**src/rtl/ahb_apb_pkg.sv**
```systemverilog
// Shared AHB/APB encodings and bridge FSM states for ahb_apb_bridge_mc.
// Optional byte-strobe feature: AHB_APB_PSTRB_EN.
package ahb_apb_pkg;

   typedef enum logic [1:0] {
      HT_IDLE   = 2'b00,
      HT_BUSY   = 2'b01,
      HT_NONSEQ = 2'b10,
      HT_SEQ    = 2'b11
   } htrans_e;

   typedef enum logic [1:0] {
      HR_OKAY  = 2'b00,
      HR_ERROR = 2'b01
   } hresp_e;

   typedef enum logic [2:0] {
      S_IDLE,
      S_SETUP,
      S_ACCESS,
      S_ERR1,
      S_ERR2
   } state_e;

   localparam logic [1:0] HRESP_OKAY  = 2'b00;
   localparam logic [1:0] HRESP_ERROR = 2'b01;

endpackage

```
**src/rtl/apb_addr_decode.sv**
```systemverilog
// Combinational APB window decode: range check and one-hot select.
// Each peripheral owns a 2**SLV_AW byte window above BASE_ADDR.
module apb_addr_decode #(
   parameter int               WIDTH     = 32,
   parameter int               NUM_SLV   = 4,
   parameter logic [WIDTH-1:0] BASE_ADDR = 'h8000_0000,
   parameter int               SLV_AW    = 12
) (
   input  logic [WIDTH-1:0]   addr,
   output logic               in_range,
   output logic [NUM_SLV-1:0] sel
);

   localparam int IDXW = (NUM_SLV > 1) ? $clog2(NUM_SLV) : 1;
   localparam logic [WIDTH-1:0] NSLV = WIDTH'(NUM_SLV);

   logic [WIDTH-1:0] offset;
   logic [WIDTH-1:0] win;
   logic [IDXW-1:0]  idx;

   // Compare the window number rather than an end address so the
   // top of the region can never overflow.
   always_comb begin
      offset   = addr - BASE_ADDR;
      win      = offset >> SLV_AW;
      in_range = (addr >= BASE_ADDR) && (win < NSLV);
      idx      = win[IDXW-1:0];
      sel      = '0;
      for (int i = 0; i < NUM_SLV; i++) begin
         sel[i] = in_range && (idx == IDXW'(i));
      end
   end

endmodule

```
**src/rtl/ahb_apb_bridge_mc.sv**
```systemverilog
// AHB-Lite slave to multi-select APB master bridge with wait states,
// error responses and ACCESS timeout. Optional: AHB_APB_PSTRB_EN.
module ahb_apb_bridge_mc
   import ahb_apb_pkg::*;
#(
   parameter int               WIDTH     = 32,
   parameter int               NUM_SLV   = 4,
   parameter logic [WIDTH-1:0] BASE_ADDR = 'h8000_0000,
   parameter int               SLV_AW    = 12,
   parameter int               TIMEOUT   = 16
) (
   input  logic               Hclk,
   input  logic               Hresetn,
   input  logic [1:0]         Htrans,
   input  logic               Hwrite,
   input  logic [2:0]         Hsize,
   input  logic               Hreadyin,
   input  logic [WIDTH-1:0]   Haddr,
   input  logic [WIDTH-1:0]   Hwdata,
   output logic [WIDTH-1:0]   Hrdata,
   output logic [1:0]         Hresp,
   output logic               Hreadyout,
   output logic [NUM_SLV-1:0] Pselx,
   output logic               Penable,
   output logic               Pwrite,
   output logic [WIDTH-1:0]   Paddr,
   output logic [WIDTH-1:0]   Pwdata,
   input  logic [WIDTH-1:0]   Prdata,
   input  logic               Pready,
   input  logic               Pslverr
`ifdef AHB_APB_PSTRB_EN
   ,
   output logic [WIDTH/8-1:0] Pstrb
`endif
);

   localparam int BL = $clog2(WIDTH / 8);
   localparam int CW = (TIMEOUT > 0) ? $clog2(TIMEOUT + 1) : 1;
   localparam logic [CW-1:0] TO_MAX  = CW'(TIMEOUT);
   localparam logic [CW-1:0] TO_LAST = CW'(TIMEOUT - 1);

   state_e             state_q, state_d;
   logic [CW-1:0]      cnt_q, cnt_d;
   logic               hready_q, hready_d;
   logic [1:0]         hresp_q, hresp_d;
   logic [WIDTH-1:0]   hrdata_q, hrdata_d;
   logic [NUM_SLV-1:0] psel_q, psel_d;
   logic               pen_q, pen_d;
   logic               pwrite_q, pwrite_d;
   logic [WIDTH-1:0]   paddr_q, paddr_d;
   logic [2:0]         size_q, size_d;

   logic               xfer_vld;
   logic               in_range;
   logic               legal;
   logic               aligned;
   logic [NUM_SLV-1:0] dec_sel;
   logic               unused_in;

   apb_addr_decode #(
      .WIDTH    (WIDTH),
      .NUM_SLV  (NUM_SLV),
      .BASE_ADDR(BASE_ADDR),
      .SLV_AW   (SLV_AW)
   ) u_dec (
      .addr    (Haddr),
      .in_range(in_range),
      .sel     (dec_sel)
   );

   assign xfer_vld = Hreadyin && hready_q && Htrans[1];

`ifdef AHB_APB_PSTRB_EN
   logic [BL-1:0] amask;

   always_comb begin
      amask = BL'((1 << Hsize) - 1);
   end

   assign aligned = (Haddr[BL-1:0] & amask) == '0;

   always_comb begin
      Pstrb = '0;
      if (pwrite_q) begin
         Pstrb = (WIDTH/8)'(((1 << (1 << size_q)) - 1)
                 << paddr_q[BL-1:0]);
      end
   end

   assign unused_in = Htrans[0];
`else
   assign aligned   = 1'b1;
   assign unused_in = ^{Htrans[0], size_q};
`endif

   assign legal = (Hsize <= 3'(BL)) && aligned;

   always_comb begin
      state_d  = state_q;
      cnt_d    = cnt_q;
      hready_d = hready_q;
      hresp_d  = hresp_q;
      hrdata_d = hrdata_q;
      psel_d   = psel_q;
      pen_d    = pen_q;
      pwrite_d = pwrite_q;
      paddr_d  = paddr_q;
      size_d   = size_q;
      unique case (state_q)
         S_IDLE, S_ERR2: begin
            state_d  = S_IDLE;
            hready_d = 1'b1;
            hresp_d  = HRESP_OKAY;
            psel_d   = '0;
            pen_d    = 1'b0;
            if (xfer_vld) begin
               hready_d = 1'b0;
               if (in_range && legal) begin
                  state_d  = S_SETUP;
                  psel_d   = dec_sel;
                  pwrite_d = Hwrite;
                  paddr_d  = Haddr;
                  size_d   = Hsize;
                  cnt_d    = '0;
               end else begin
                  state_d = S_ERR1;
                  hresp_d = HRESP_ERROR;
               end
            end
         end
         S_SETUP: begin
            state_d = S_ACCESS;
            pen_d   = 1'b1;
         end
         S_ACCESS: begin
            if (Pready) begin
               psel_d = '0;
               pen_d  = 1'b0;
               if (Pslverr) begin
                  state_d = S_ERR1;
                  hresp_d = HRESP_ERROR;
               end else begin
                  state_d  = S_IDLE;
                  hready_d = 1'b1;
                  if (!pwrite_q) begin
                     hrdata_d = Prdata;
                  end
               end
            end else if (TIMEOUT != 0 && cnt_q == TO_LAST) begin
               // Slave never answered: abandon the APB access.
               state_d = S_ERR1;
               hresp_d = HRESP_ERROR;
               psel_d  = '0;
               pen_d   = 1'b0;
               cnt_d   = TO_MAX;
            end else if (cnt_q != TO_MAX) begin
               cnt_d = cnt_q + 1'b1;
            end
         end
         S_ERR1: begin
            state_d  = S_ERR2;
            hready_d = 1'b1;
         end
         default: begin
            state_d = S_IDLE;
         end
      endcase
   end

   always_ff @(posedge Hclk or negedge Hresetn) begin
      if (!Hresetn) begin
         state_q  <= S_IDLE;
         cnt_q    <= '0;
         hready_q <= 1'b1;
         hresp_q  <= HRESP_OKAY;
         hrdata_q <= '0;
         psel_q   <= '0;
         pen_q    <= 1'b0;
         pwrite_q <= 1'b0;
         paddr_q  <= '0;
         size_q   <= '0;
      end else begin
         state_q  <= state_d;
         cnt_q    <= cnt_d;
         hready_q <= hready_d;
         hresp_q  <= hresp_d;
         hrdata_q <= hrdata_d;
         psel_q   <= psel_d;
         pen_q    <= pen_d;
         pwrite_q <= pwrite_d;
         paddr_q  <= paddr_d;
         size_q   <= size_d;
      end
   end

   assign Hrdata    = hrdata_q;
   assign Hresp     = hresp_q;
   assign Hreadyout = hready_q;
   assign Pselx     = psel_q;
   assign Penable   = pen_q;
   assign Pwrite    = pwrite_q;
   assign Paddr     = paddr_q;
   assign Pwdata    = Hwdata;

endmodule

```
**config.mk**
```make
export PLATFORM = sky130hd
export DESIGN_NAME = ahb_apb_bridge_mc
export DESIGN_NICKNAME = d
export VERILOG_FILES = /design/src/rtl/ahb_apb_pkg.sv /design/src/rtl/apb_addr_decode.sv /design/src/rtl/ahb_apb_bridge_mc.sv
export SDC_FILE = /design/constraint.sdc
export NUM_CORES = 1
export LEC_CHECK = 0
export ABC_AREA = 0
export CAP_MARGIN = 20
export CORE_AREA = 2 2 100 102
export CTS_CLUSTER_DIAMETER = 100
export DETAILED_ROUTE_END_ITERATION = 10
export DIE_AREA = 0 0 102 104
export PLACE_DENSITY = 0.82
export SLEW_MARGIN = 0
export SYNTH_ARGS = -nofsm -noshare
export SYNTH_HDL_FRONTEND = slang
export SYNTH_SLANG_ARGS = --single-unit
```
**constraint.sdc**
```tcl
create_clock -name Hclk -period 2.3 [get_ports Hclk]
set_clock_uncertainty 0.15 [all_clocks]
set_input_delay 0.345 -clock Hclk [delete_from_list [all_inputs] [get_ports Hclk]]
set_output_delay 0.345 -clock Hclk [all_outputs]
set_load 0.05 [all_outputs]
```
Word level (Yosys, flattened, before mapping)
Cells that the tools add are included.
- input bits: 107
- word-level logic and storage cells: 84
- output and inout bits: 105
- bits in registers: 81
- bitwise operators: 2
- order comparisons: 3
- mux-type cells: 30
- reduce and logical (&&, ||, !) cells: 21
- equality and inequality tests: 17
- add/sub/neg operators: 2
- operators by type and width (kind ; count):
    greater-or-equal comparator 32 bit, second input constant ; 1
    subtractor 32 bit, second input constant ; 1
    two-way mux 5 bit ; 5
    less-than comparator 20 x 3 -> 1 bit, second input constant ; 1
    two-way mux 4 bit ; 4
    two-way mux 2 bit ; 6
    case mux 3 bit (4 select lines) ; 1
    inequality test 2 bit, second input constant ; 5
    case mux 5 bit (2 select lines) ; 1
    inequality test 3 bit, second input constant ; 3
    AND reduction 3 bit ; 3
    logical AND 1 bit ; 8
    case mux 4 bit (2 select lines) ; 1
    two-way mux 1 bit ; 7
    == test 3 x 2 -> 1 bit, second input constant ; 2
    two-way mux 3 bit ; 2
    case mux 1 bit (3 select lines) ; 2
    nonzero test 3 bit ; 2
    adder 5 x 1 -> 5 bit, second input constant ; 1
    == test 5 x 4 -> 1 bit, second input constant ; 1
    inequality test 5 bit, second input constant ; 1
    AND reduction 5 bit ; 1
    == test 2 bit, second input constant ; 2
    case mux 2 bit (2 select lines) ; 1
    11 further kinds ; 13

Depth between registers and ports, before layout
Gate-level depths: netlist (run 1).
- depth after elaboration: 7
- gate-level depth with buffers: 8
- depth with buffers taken out: 8

Modules after synthesis
A second synthesis (run 1) with hierarchy kept.
- cells, all modules: 266
- area total of the unflattened synthesis: 3713.6 µm²
- by module, submodules not included (module ; sequential area each (µm²) ; cells each ; times used ; area an instance (µm²)):
    ahb_apb_bridge_mc ; 2003.2 ; 252 ; 1 ; 3612.2
    apb_addr_decode ; 0.0 ; 14 ; 1 ; 101.3

Worst setup path before layout (run 1)
OpenSTA, ideal clock, no wires.
- path kind: reg2reg
- start point: register hready_q, in the netlist Hreadyout
- end point: register paddr_q[10], in the netlist Paddr[10]
- data arrival time: 2.012 ns
- clock period less this slack: 2.286 ns
- buffers on the path: 1
- required time: 2.025 ns
- library setup time: 0.125 ns
- cell stages (with the launch flop): 6
- path slack: 0.014 ns
- cells stage by stage: dfstp_2 -> nand3_1 -> or3_1 -> nor3_4 -> buf_4 -> mux2_2
- word-level cells in the longest chain between the ends: 3
- ends and longest elaborated chain (what ; line ; RTL):
    start, declared ; ahb_apb_bridge_mc.sv:44 ; logic hready_q, hready_d;
    start signal, assigned ; ahb_apb_bridge_mc.sv:185 ; hready_q <= hready_d;
    logical AND 1 bit (2 in a row) ; ahb_apb_bridge_mc.sv:71 ; assign xfer_vld = Hreadyin && hready_q && Htrans[1];
    AND reduction 3 bit (no line) ; -- ;
    end signal, assigned ; ahb_apb_bridge_mc.sv:191 ; paddr_q <= paddr_d;
    end, declared ; ahb_apb_bridge_mc.sv:50 ; logic [WIDTH-1:0] paddr_q, paddr_d;
Every way passes these cells.
A chain may end at the register's enable or synchronous reset.

Final worst setup path (run 1)
- start point: register hready_q, in the netlist Hreadyout
- end point: output port Hreadyout
- RTL lines (what ; line ; RTL):
    end, declared ; ahb_apb_bridge_mc.sv:22 ; output logic Hreadyout,
No word-level cell between the ends.

==> results of run 1 <==
## final cells by class
class	instances	share of cell area (%)
Tap cell	133	3.26
Clock buffer	10	2.50
Clock inverter	5	1.59
Inverter	6	0.441
Sequential cell	80	39.2
Timing Repair Buffer	159	31.2
Multi-Input combinational cell	130	21.7
## timing repair
action                    CTS  global route
hold endpoints to repair   38             0
hold buffers                1             0
buffers inserted            0             0
## stage by stage
stage / total power, mW / cells / hold slack, ns
4_1_cts: 5.74 / 523 / 0.346
6_report: 5.65 / 523 / 0.341
3_5_place_dp: 4.61 / 507 / 0.201
3_3_place_gp: 4.54 / 507 / 0.197
2_1_floorplan: 3.79 / 257 / -0.101
5_1_grt: 5.95 / 523 / 0.371
## synthesized netlist by cell type, types with 3 or more instances
cell / instances
dfrtp_1: 79
mux2_2: 46
buf_4: 35
nor2b_1: 18
o21ai_0: 7
inv_1: 6
nand2_1: 6
nor2_1: 5
a21oi_1: 4
buf_2: 4
nand2b_1: 4
ha_1: 3
nand3_1: 3
nor3_1: 3
nor4_1: 3
## state kept, by name, summed over array words and instances, names as in the netlist
register   count
Hrdata        32
Hreadyout      1
Hresp          1
Paddr         32
Penable        1
Pselx          4
Pwrite         1
cnt_q          5
state_q        3
## metal layers
metal  part of all wire, %  vias up  global-route usage, %
met3                   9.1       24                   5.58
met1                    39     1160                   16.8
met4                   2.4        0                   6.86
met5                     0        -                      0
met2                    50       96                   24.8
li1                      -     1103                      -
## power by group through the flow
| stage | combinational (mW) | sequential [mW] | clock (mW) |
|---|---|---|---|
| after floorplan | 0.749 | 3.04 | 0 |
| after global placement | 2.55 | 1.99 | 0 |
| after detailed placement | 2.60 | 2.01 | 0 |
| after CTS | 2.61 | 1.98 | 1.15 |
| after global routing | 2.71 | 2.03 | 1.21 |
| final | 2.58 | 1.97 | 1.10 |
## cell families after synthesis
kind of cell / synth area share (%)
flops: 58.5
simple gates: 9.84
mux: 15.7
buf+inv: 9.14
compound gates: 5.56
fa+ha+maj: 1.10
other cells: 0.110
## final timing paths
| kind | startpoint | end | depth (start not counted) |
|---|---|---|---|
| setup / recovery | Hreadyout$_DFFE_PN1P_ | Hreadyout | 1 |
| hold / removal | Paddr[31]$_DFFE_PN0P_ | Paddr[31]$_DFFE_PN0P_ | 1 |
| setup reg to reg | cnt_q[0]$_DFFE_PN0P_ | cnt_q[4]$_DFFE_PN0P_ | 9 |
| hold reg to reg | Paddr[31]$_DFFE_PN0P_ | Paddr[31]$_DFFE_PN0P_ | 1 |
| max in group asynchronous | Hresetn | Hreadyout$_DFFE_PN1P_ | 3 |
| min in group asynchronous | Hresetn | Paddr[17]$_DFFE_PN0P_ | 2 |
## cell usage in the layout, fill, tap and decap left out, drive strengths merged, types with 2 or more instances in the layout
cell and instances:
ha 3, dfrtp 79, mux2 46, clkbuf 10
nor2b 18, a21oi 4, nand3 3, nor4 3
buf 14, nor2 5, nand2 6, mux2i 2
inv 7, a22o 2, bufinv 2, clkdlybuf4s50 144
o21bai 2, and3 2, nor3 4, nand2b 5
o21ai 8
==> run metrics, run 1 <==
Worst path max stage delay a little over 0.8 ns; CTS H-Tree Depth 3; Placement Setup Slack -0.187 ns; P_leak ~2.2 nW; vias in the first global route roughly 2600; Yosys reg bits 80; Seq/Total Area, Yosys 58.5%; reg-to-reg slack, setup 0.21 ns; CP Launch Type flop; Num CTS Buffers 9; final wirelength 7740 um; Remaining DRCs 0; final setup vio count 0; register cell area after layout 2000 um^2; Die Wd around 100 um; Worst Path Max Fanout 3; Clock Power Share about a fifth; I/O pins 212; Core Rows 36; Slew Limit Fails 0; fmax 458 MHz; Global Route Usage Sum approximately 15%; Routed Antenna Nets 0; CTS tree yes; area of the multi-input gates ~1100 um^2; Root Buffer clkbuf_8; Sw Share between 30% and 40%; final setup TNS 0 ns; Logic pwr share 45.7%; chip height roughly 100 um; top-area cell type share of the netlist area between 50 and 60%; Longest Clk Path Bufs 2; design area approximately 5000 um^2; Post-DP Area 4880 um^2; WS Path Type flop to output pin; number of library cell types mapped by synthesis 41; Vias/cell 4.56; Die ar. roughly 11000 um^2; max_slew headroom 63.9%; Sw Pwr 2.26 mW; initial core utilization 35.8%; crit path DAT ~1.7 ns; status finished, final reports clean; Worst VDD drop 0.000542 V; share of synthesized registers carrying an async set or reset 100%; Top FF cell, synth dfrtp_1; Cell Area, Synth ~3400 um^2; DR vias 2383; total gr overflow 0; Final #Nets a little under 500; post-cts resize count 0; area grow syn2layout 49.1%; RSZ-0062 raised after global routing no; EDFF count, synth 0; synth warn 0; Fin. Hold Viols 0; CP Capture Type output pin; Initial DRC Count 47; CTS sink cnt 80; Worst Path Buf+Inv 1; Crit path max-delay family buffers and inverters; syn_nets around 370; Mapped Cells 257; main area contributors after synthesis dfrtp_1 58%, mux2_2 15%, buf_4 7.7%; first-pass GRT wire length around 12000 um; antenna violations before repair 0; drt first pass iters 4; worst-path cell chain clkdlybuf4s50_1; pwr dens 1110 nW/um^2; Flop pwr share 34.9%; fin util 53.4%; layout filler cell count 844; layout cell share with drive strength beyond 1 22.1%; clk_lat worst skew 0.33 ns; Crit path required time approximately 1.8 ns; Slew @ Worst Pin 0.540 ns; core box area roughly 9500 um^2; Hold Path Class flop to flop; number of port buffers 145; crit path max-delay cell type clkdlybuf4s50_1; hpwl dp 5840 um; largest net degree at the start of global routing 43; fin crit period roughly 2.2 ns; max_cap viols 0; biggest area consumer among synthesized cells dfrtp_1; diodes inserted 0; Avg Cell Area, Syn 13.3 um^2; Final period util 94.9%; routability cong. 0.758; Int Power 3.39 mW; Worst-path clk slew 0.08 ns; final worst setup slack 0.117 ns; Routed wire per std cell 14.8 um
Note: power is estimated with default switching activity, not from simulation.
==> run 2, diff against run 1 <==
--- a/config.mk
+++ b/config.mk
@@ -7,11 +7,12 @@
 export LEC_CHECK = 0
 export ABC_AREA = 0
 export CAP_MARGIN = 20
-export CORE_AREA = 2 2 100 102
+export CORE_AREA = 2 2 84 86
 export CTS_CLUSTER_DIAMETER = 100
 export DETAILED_ROUTE_END_ITERATION = 10
-export DIE_AREA = 0 0 102 104
-export PLACE_DENSITY = 0.82
+export DIE_AREA = 0 0 86 88
+export DONT_BUFFER_PORTS = 1
+export PLACE_DENSITY = 0.7
 export SLEW_MARGIN = 0
 export SYNTH_ARGS = -nofsm -noshare
 export SYNTH_HDL_FRONTEND = slang
==> run 2 against run 1 <==
  * The run now ends with negative hold slack left
  * Sequential power rose by 57%
  * Worst hold slack got worse by 0.81 ns
  * Non-clock buffer count fell by 106
  * Design area fell by 23%
  * Global-route usage rose by 2.6 points
  * Core utilization rose by 6.0 points
  * Maximum frequency rose by 4.6%
  * Combinational power fell by 70%
  * Die area fell by 29%
  * Wire length fell by 16%
  * Register-to-register slack barely moved
  * Cell count fell by 30%
==> run metrics, run 2 (same netlist as run 1, synthesis figures left out) <==
status finished, violations left; failing checks negative hold slack; vias in the first global route 2135; Longest Clk Path Bufs 2; DR vias about 2000; Sw Share 45.7%; met3 wire len between 600 and 700 um; Final #Nets 390; Slew Limit Fails 0; Core Rows 30; Die ar. 7570 um^2; total gr overflow 0; Hold-fix buffers, CTS 47; Routed wire per std cell 17.8 um; CP Capture Type flop; area of the multi-input gates 1110 um^2; commonest non-fill, non-tap cell in the layout dfrtp_1; Flop pwr share around 65%; initial core utilization 51.5%; core box area 6640 um^2; CTS sink cnt 80; number of port buffers 0; layout cell share with drive strength beyond 1 28.1%; Vias/cell 5.46; Initial DRC Count between 40 and 50; Pwr Total 4.79 mW; chip height 88 um; Hold Path Class primary input to async pin; Layout Cells excl Fill around 370; most frequent cells in the layout 79 x dfrtp_1, 47 x dlygate4sd3_1, 46 x mux2_2; CP Launch Type flop; WS Path Type flop to flop; Die Wd 86 um; Global Route Usage Sum 17.5%; Logic pwr share 16.1%; I/O pins 212; drt first pass iters 4; Routed Antenna Nets 0; Remaining DRCs 0; Num CTS Buffers 9; crit path DAT approximately 2.2 ns; post-cts resize count 0; final wirelength 6500 um; final setup vio count 0; first-pass GRT wire length 10100 um; Max Used Layer met4; DRT met1 WL 2440 um; hold slack -0.464 ns; area grow syn2layout 15.5%; pwr dens 1210 nW/um^2; placed cell count between 300 and 400; RSZ-0062 raised after global routing no; largest net degree at the start of global routing 81; fin crit period between 2 and 2.5 ns; Clock Power Share 19.3%; Worst-path clk slew approximately 0.080 ns; clk_lat worst skew 0.34 ns; CTS tree yes; max_cap viols 0; Int Power 2.60 mW; Worst Path Max Fanout 33; final worst setup slack 0.212 ns; met2 WL 3160 um; Crit path required time about 2.4 ns; diodes inserted 0; Sw Pwr 2.19 mW; max_slew headroom 63.2%; Root Buffer clkbuf_8; Fin. Hold Viols 80; antenna violations before repair 0; Final period util approximately nine tenths; Setup Fix Bufs, Post-CTS 0; CTS H-Tree Depth 3; Worst VDD drop 0.000445 V; fmax 479 MHz; final setup TNS 0 ns; Placement Setup Slack 0.203 ns; Slew @ Worst Pin 0.553 ns; hpwl dp roughly 4100 um; P_leak 1.83 nW; layout filler cell count 512; routability cong. about 0.75; register cell area after layout 2000 um^2
## run 2: changes by cell type in the layout (fill, tap and decap cells not counted)
cell,previous run,this run
bufinv_16,2,0
dlygate4sd3_1,1,47
clkinv_4,0,1
buf_12,3,2
clkdlybuf4s50_1,144,0
clkbuf_1,1,0
buf_4,11,4
clkinvlp_4,1,3
inv_6,1,2
## run 2: worst max-delay path, cell delays in order, from the launching register on
cell and delay (ns):
dfstp_2 0.54, nand3_1 0.09, or3_1 0.40, nor3_4 0.22
buf_12 0.21, mux2_2 0.35
## run 2: cell type report
class	count	share of cell area [%]
multi-input combinational	130	28.0
tap	80	2.53
clock buffer	9	3.13
clock inverter	7	1.36
timing repair buffer	53	13.7
sequential	80	50.7
inverter	6	0.570
## run 2: power groups by stage
stage | sequential, mW | combinational, mW | clock [mW]
after global routing | 3.14 | 0.856 | 1.03
after CTS | 3.09 | 0.776 | 0.958
after floorplan | 3.04 | 0.749 | 0
after global placement | 3.11 | 0.682 | 0
final | 3.09 | 0.773 | 0.925
after detailed placement | 3.12 | 0.710 | 0
## run 2: final timing paths
kind	from	endpoint	slack, ns	cells after the start
worst max-delay path	Hreadyout$_DFFE_PN1P_	Pwrite$_DFFE_PN0P_	0.21	5
worst min-delay path	Hresetn	Hrdata[29]$_DFFE_PN0P_	-0.46	0
worst max register to register	Hreadyout$_DFFE_PN1P_	Pwrite$_DFFE_PN0P_	0.21	5
worst min register to register	cnt_q[3]$_DFFE_PN0P_	cnt_q[3]$_DFFE_PN0P_	0.38	1
max in group asynchronous	Hresetn	Hreadyout$_DFFE_PN1P_	2.23	0
min in group Hclk	Pready	state_q[0]$_DFFE_PN0P_	0.02	2
## run 2: metal layers
layer  track usage, %  up-vias
li1                 -      896
met1             20.1      966
met2             27.1      104
met3             7.07       26
met4             12.0        0
met5                0        -
## run 2: metrics by stage
step                      cell area (um^2)  util (%)
after floorplan                       3420         -
after global placement                3300      49.7
after detailed placement              3300      49.7
after CTS                             3950      59.5
after global routing                  3950      59.5
final                                 3950      59.5
